[config.mk]
export PLATFORM = sky130hd
export DESIGN_NAME = prm_edge_mask_engine
export DESIGN_NICKNAME = d
export VERILOG_FILES = /design/src/rtl/prm_edge_mask_engine.sv
export SDC_FILE = /design/constraint.sdc
export NUM_CORES = 2
export LEC_CHECK = 0
export CAP_MARGIN = 20
export CORE_MARGIN = 10
export CORE_UTILIZATION = 40
export DETAILED_ROUTE_END_ITERATION = 10
export PLACE_DENSITY_LB_ADDON = 0.15
export SYNTH_ARGS = -nofsm -noshare
export SYNTH_HDL_FRONTEND = slang
export SYNTH_SLANG_ARGS = --single-unit
[constraint.sdc]
create_clock -name clk -period 3.3 [get_ports clk]
set_input_delay 0.66 -clock clk [delete_from_list [all_inputs] [get_ports clk]]
set_output_delay 0.66 -clock clk [all_outputs]
set_load 0.005 [all_outputs]
[src/rtl/prm_edge_mask_engine.sv]
// prm_edge_mask_engine
//   Programmable edge-collision checker. A loadable table of product terms
//   (enable, care mask, value, edge channel) is scanned TERM_PAR terms per
//   cycle against a latched query vector; every matching term sets its edge
//   bit in the result mask.
//
//   state | meaning
//   ------+--------------------------------------------------------------
//   IDLE  | table writable, waiting for a query
//   SCAN  | evaluating term group ptr..ptr+TERM_PAR-1, accumulating hits
//   DONE  | result presented on out_*, held until out_ready
//
// Ports
//   clk, rst            clock, asynchronous active-high reset
//   cfg_we/cfg_ready    term write strobe / table writable (IDLE only)
//   cfg_addr            term index
//   cfg_en/care/val     term enable, care mask, required values
//   cfg_edge            edge channel of the term (>= N_EDGE is dropped)
//   in_valid/in_ready   query handshake, in_vec query vector
//   out_valid/out_ready result handshake
//   out_mask, out_any   per-edge blocked mask and its OR
//   busy                engine not in IDLE
//   hit_cnt             matching-term count (only with PRM_EDGE_MASK_HITCNT_EN)
//
// Optional feature macro: PRM_EDGE_MASK_HITCNT_EN
// N_TERM must be a multiple of TERM_PAR.
module prm_edge_mask_engine #(
  parameter int IN_W     = 15,
  parameter int N_EDGE   = 8,
  parameter int N_TERM   = 64,
  parameter int TERM_PAR = 4,
  parameter int AW       = $clog2(N_TERM),
  parameter int EW       = (N_EDGE > 1) ? $clog2(N_EDGE) : 1
) (
  input  logic              clk,
  input  logic              rst,
  input  logic              cfg_we,
  output logic              cfg_ready,
  input  logic [AW-1:0]     cfg_addr,
  input  logic              cfg_en,
  input  logic [IN_W-1:0]   cfg_care,
  input  logic [IN_W-1:0]   cfg_val,
  input  logic [EW-1:0]     cfg_edge,
  input  logic              in_valid,
  output logic              in_ready,
  input  logic [IN_W-1:0]   in_vec,
  output logic              out_valid,
  input  logic              out_ready,
  output logic [N_EDGE-1:0] out_mask,
  output logic              out_any,
  output logic              busy
`ifdef PRM_EDGE_MASK_HITCNT_EN
  ,
  output logic [AW:0]       hit_cnt
`endif
);

  localparam logic [AW-1:0] LAST_PTR = AW'(N_TERM - TERM_PAR);
  localparam logic [AW-1:0] PTR_STEP = AW'(TERM_PAR);

  typedef enum logic [1:0] {
    ST_IDLE = 2'd0,
    ST_SCAN = 2'd1,
    ST_DONE = 2'd2
  } state_t;

  state_t              state_q, state_d;
  logic [AW-1:0]       ptr_q, ptr_d;
  logic [IN_W-1:0]     vec_q, vec_d;
  logic [N_EDGE-1:0]   acc_q, acc_d;
  logic [N_EDGE-1:0]   out_mask_q, out_mask_d;
  logic                out_any_q, out_any_d;
  logic [N_TERM-1:0]   en_q, en_d;

  // Term payload: only meaningful where the enable bit is set, so no reset.
  logic [IN_W-1:0]     care_q [N_TERM];
  logic [IN_W-1:0]     val_q  [N_TERM];
  logic [EW-1:0]       edge_q [N_TERM];

  logic                wr_ok;
  logic [AW-1:0]       term_idx [TERM_PAR];
  logic [TERM_PAR-1:0] hit_vec;
  logic [N_EDGE-1:0]   grp_mask;
  logic [N_EDGE-1:0]   acc_next;

  // ---------------------------------------------------------------------
  // Table write: only while IDLE, and only for addressable terms and edge
  // channels that exist. A write in the accept cycle lands before the
  // first scan cycle reads the table.
  // ---------------------------------------------------------------------
  assign wr_ok = cfg_we && (state_q == ST_IDLE)
                 && ((EW+1)'(cfg_edge) < (EW+1)'(N_EDGE))
                 && ((AW+1)'(cfg_addr) < (AW+1)'(N_TERM));

  always_comb begin
    en_d = en_q;
    if (wr_ok) begin
      en_d[cfg_addr] = cfg_en;
    end
  end

  always_ff @(posedge clk) begin
    if (wr_ok) begin
      care_q[cfg_addr] <= cfg_care;
      val_q[cfg_addr]  <= cfg_val;
      edge_q[cfg_addr] <= cfg_edge;
    end
  end

  // ---------------------------------------------------------------------
  // Group evaluation for the current pointer
  // ---------------------------------------------------------------------
  always_comb begin
    for (int i = 0; i < TERM_PAR; i++) begin
      term_idx[i] = ptr_q + AW'(i);
    end
  end

  always_comb begin
    hit_vec  = '0;
    grp_mask = '0;
    for (int i = 0; i < TERM_PAR; i++) begin
      hit_vec[i] = en_q[term_idx[i]]
                   && (((vec_q ^ val_q[term_idx[i]]) & care_q[term_idx[i]]) == '0);
      if (hit_vec[i]) begin
        grp_mask = grp_mask | (N_EDGE'(1) << edge_q[term_idx[i]]);
      end
    end
  end

  assign acc_next = acc_q | grp_mask;

`ifdef PRM_EDGE_MASK_HITCNT_EN
  logic [AW:0]   hit_q, hit_d;
  logic [AW:0]   grp_cnt;
  logic [AW+1:0] hit_sum;

  always_comb begin
    grp_cnt = '0;
    for (int i = 0; i < TERM_PAR; i++) begin
      if (hit_vec[i]) begin
        grp_cnt = grp_cnt + (AW+1)'(1);
      end
    end
  end

  assign hit_sum = (AW+2)'(hit_q) + (AW+2)'(grp_cnt);

  always_comb begin
    hit_d = hit_q;
    if ((state_q == ST_IDLE) && in_valid) begin
      hit_d = '0;
    end else if (state_q == ST_SCAN) begin
      hit_d = (hit_sum > (AW+2)'(N_TERM)) ? (AW+1)'(N_TERM) : hit_sum[AW:0];
    end
  end

  always_ff @(posedge clk or posedge rst) begin
    if (rst) begin
      hit_q <= '0;
    end else begin
      hit_q <= hit_d;
    end
  end

  assign hit_cnt = hit_q;
`endif

  // ---------------------------------------------------------------------
  // FSM next state
  // ---------------------------------------------------------------------
  always_comb begin
    state_d    = state_q;
    ptr_d      = ptr_q;
    vec_d      = vec_q;
    acc_d      = acc_q;
    out_mask_d = out_mask_q;
    out_any_d  = out_any_q;
    case (state_q)
      ST_IDLE: begin
        if (in_valid) begin
          vec_d   = in_vec;
          acc_d   = '0;
          ptr_d   = '0;
          state_d = ST_SCAN;
        end
      end
      ST_SCAN: begin
        acc_d = acc_next;
        ptr_d = ptr_q + PTR_STEP;
        if (ptr_q == LAST_PTR) begin
          // Result registers load only on DONE entry, so they stay stable
          // across the DONE hold and the following IDLE/SCAN.
          out_mask_d = acc_next;
          out_any_d  = |acc_next;
          state_d    = ST_DONE;
        end
      end
      ST_DONE: begin
        if (out_ready) begin
          state_d = ST_IDLE;
        end
      end
      default: begin
        state_d = ST_IDLE;
      end
    endcase
  end

  always_ff @(posedge clk or posedge rst) begin
    if (rst) begin
      state_q    <= ST_IDLE;
      ptr_q      <= '0;
      vec_q      <= '0;
      acc_q      <= '0;
      out_mask_q <= '0;
      out_any_q  <= 1'b0;
      en_q       <= '0;
    end else begin
      state_q    <= state_d;
      ptr_q      <= ptr_d;
      vec_q      <= vec_d;
      acc_q      <= acc_d;
      out_mask_q <= out_mask_d;
      out_any_q  <= out_any_d;
      en_q       <= en_d;
    end
  end

  assign cfg_ready = (state_q == ST_IDLE);
  assign in_ready  = (state_q == ST_IDLE);
  assign busy      = (state_q != ST_IDLE);
  assign out_valid = (state_q == ST_DONE);
  assign out_mask  = out_mask_q;
  assign out_any   = out_any_q;

endmodule

==> impl_metrics.json <==
{
  "fin_area_um2": 105600,
  "synth_compound_area_share_pct": 2.633,
  "violations": "negative setup slack",
  "grt_max_degree": 65,
  "finalWorstSetupSlack_ns": -0.5328,
  "netlist_area_um2": 87210,
  "routed-via-count": 44670,
  "cts_made_buffers": 227,
  "dp.cells": 7539,
  "async_reset_ff_share_pct": 4.607,
  "synth-main-ff-cell": "edfxtp_1",
  "core_area_um2": 217000,
  "syn_inst": 4267,
  "ys_ff_latch": 2214,
  "io_pins": 73,
  "peakVddDrop_mv": 0.6403,
  "crit_path_max_fanout": 16,
  "grt_usage_pct": 20.94,
  "synth_edf_count": 2112,
  "cts_root_buf": "clkbuf_16",
  "syn2layout_area_growth_pct": 21.04,
  "synth_mux_area_share_pct": 13.92,
  "clkPwrFrac_pct": 29.6,
  "worst-path-buf-inv": 2,
  "route.detailed.drc": 0,
  "relSlewSlack_pct": 22.65,
  "power_mw": 86.16,
  "dieArea_um2": 237100,
  "io_buffers": 72,
  "power_frac_comb_pct": 33.8,
  "ant_nets": 0,
  "start_util_pct": 40.20,
  "tritoncts": "done",
  "finalClockSkew_ns": 0.05183,
  "yosysTopAreaCell": "edfxtp_1",
  "worstSetupStartpointType": "flip-flop",
  "clock_latency_ns": 0.87,
  "fp.dieH_um": 486.9,
  "ys_warn_count": 0,
  "layout-drive-gt1-share_pct": 32.18,
  "stdcell_count": 8025,
  "synth_top_cell_area_share_pct": 72.72,
  "power_switching_mw": 26.85,
  "die_w_um": 486.9,
  "drt_iter0_drc": 4774,
  "cpPeakStageDelay_ns": 0.57,
  "max-cap-violations": 0,
  "power_density_nw_per_um2": 816.3,
  "critPathArrivalTime_ns": 4.58,
  "dp_hpwl_um": 157300,
  "seq_power_share_pct": 36.7,
  "grt_pass1_wl_um": 354500,
  "crit_slowest_cell": "mux4_2",
  "path_class": "reg2reg",
  "wl_per_cell_um": 31.25,
  "synthTopCellsByArea": "edfxtp_1, mux4_2, dfrtp_1",
  "h-tree-depth": 4,
  "path_clk_slew_ns": 0.06,
  "worstPathRequired_ns": 4.04,
  "yosys.area_share.simple_pct": 2.621,
  "grt_overflow": 0,
  "fin_crit_sh_pct": 116.1,
  "antenna_found_initial": 21,
  "viasPerCell": 5.566,
  "cp_top_family": "simple AND/OR/NAND/NOR gates",
  "synthTopCellsByCount": "edfxtp_1, mux4_2, xor2_1, mux2i_1, nor2_1",
  "crit_chain": "buf_6 > buf_12 > mux4_2 > mux2i_4 > xor2_1 > o32ai_2 > nor4_4 > a41oi_2 > nor2_2 > and2_4 > or4_4 > nor4bb_4 > a41oi_2",
  "sw_frac_of_total_pct": 31.16,
  "cts.sinks": 2214,
  "crit_path_end_kind": "flip-flop",
  "cpMostUsedCell": "a41oi_2",
  "p_int_mw": 59.31,
  "finalHoldViolations": 0,
  "status": "complete, but fails checks",
  "finalMaxSlewViolations": 0,
  "synth.avg_cell_area_um2": 20.44,
  "synth_top_family_by_area": "multiplexers",
  "place_congestion": 0.8108,
  "synth_fa_ha_area_share_pct": 0.02869,
  "rr_worst_depth": 13,
  "synth_cell_types": 82,
  "leakage_nw": 35.20,
  "cp.depth": 13,
  "rsz0062_at_grt": "yes",
  "seq_area_frac_synth_pct": 75.65,
  "grt_pass1_vias": 45565,
  "synth_xor_area_share_pct": 3.013,
  "tightest_slew_ns": 1.160,
  "clock_path_buffers": 3,
  "dr.pass1.iters": 5,
  "synth_most_common_cell": "edfxtp_1",
  "rows": 171,
  "max_freq_ghz": 0.2609,
  "hold_path_class": "in2async",
  "n_fill_cell": 17859,
  "final_nets": 5027,
  "synth_nets": 4329,
  "routed_wl_um": 250800,
  "setup_viol": 17,
  "min_period_ns": 3.833,
  "place_area_um2": 96670
}
## timing repair
item,in CTS,in global routing
pin swaps,17,18
gates resized for setup,108,42
endpoints found under the setup margin,17,17
hold buffers,0,0
gates cloned,13,0
setup buffers,38,3
hold endpoints to repair,0,0
## metal layers
metal  GRT usage, %  up-vias  wire (um)
li1               -    18765          -
met1          29.86    24115     108300
met2          34.27     1502     121800
met3          3.064      286      15730
met4          4.567        2       4976
met5              0        -         13
## sequential cells by signal (all words and copies together), names as in the netlist
register  flops
vec_q        15
out_any       1
ptr_q         4
care_q      960
val_q       960
en_q         64
state_q       2
out_mask      8
edge_q      192
acc_q         8
## logic make-up after synthesis
family | after synthesis
DFF | 2214
muxes | 699
and+or+nand+nor | 492
AOI/OAI and AO/OA | 310
xor gates and xnor gates | 300
buffers and inverters | 250
adders and majority gates | 2
## through the flow
step                      worst slack [ns]  hold slack (ns)  TNS, ns  utilization (%)
after floorplan                    -0.2049           0.4421   -34.56                -
after global placement              -1.219           0.4742   -17.19            44.55
after detailed placement            -1.137           0.4701   -17.35            44.56
after CTS                          -0.5095          0.01344   -6.480            48.57
after global routing               -0.6409          0.04214   -8.891            48.65
final                              -0.5328          0.07663   -6.767            48.65
## final cells by class
cell class / count / area [um2] / share of cell area (%)
antenna: 9 / 22.52 / 0.02134
clock inverter: 139 / 1325 / 1.255
tap: 2854 / 3571 / 3.383
sequential: 2214 / 66000 / 62.53
inverter: 28 / 118.9 / 0.1126
timing repair buffer: 691 / 8084 / 7.659
multi-input combinational: 1803 / 20360 / 19.29
clock buffer: 287 / 6071 / 5.751
## cells in the final DEF (no fill, tap or decap), drive strengths merged, types with 8 or more instances in the layout
master	Yosys	routed
nor4	12	12
clkdlybuf4s50	0	38
nand2	145	145
nand2b	15	15
dfrtp	102	102
mux4	401	401
buf	190	649
clkinv	1	108
a21oi	51	51
o32ai	22	22
o211ai	15	15
nand3	72	72
xor2	232	232
mux2	100	100
bufinv	0	19
o22ai	11	11
a31oi	15	15
a22oi	31	31
nor3	11	11
and2	19	19
a221oi	42	42
xnor2	68	68
and3	13	13
or4	8	8
mux2i	198	198
o221ai	9	9
o21ai	42	42
diode	0	9
a32oi	10	10
nor2b	18	18
clkbuf	32	287
inv	27	33
edfxtp	2112	2112
nor2	155	155
o2111ai	8	8
## power by group through the flow
stage                     Combinational [mW]  Clock [mW]  Sequential, mW
after floorplan                         16.2           0            31.8
after global placement                  26.9           0            32.2
after detailed placement                27.0           0            32.2
after CTS                               29.2        26.0            31.6
after global routing                    30.8        27.1            31.6
final                                   29.1        25.5            31.6
## path summary, 6_finish.rpt
kind / start / end / slack (ns)
max in group asynchronous: rst / ptr_q[2] / 2.43
min in group clk: cfg_edge[1] / edge_q[0][1] / 0.27
max reg2reg: ptr_q[3] / out_any / -0.53
min: rst / en_q[44] / 0.08
min reg2reg: acc_q[6] / acc_q[6] / 0.50
max: ptr_q[3] / out_any / -0.53
Note: power is estimated with default switching activity, not from simulation.
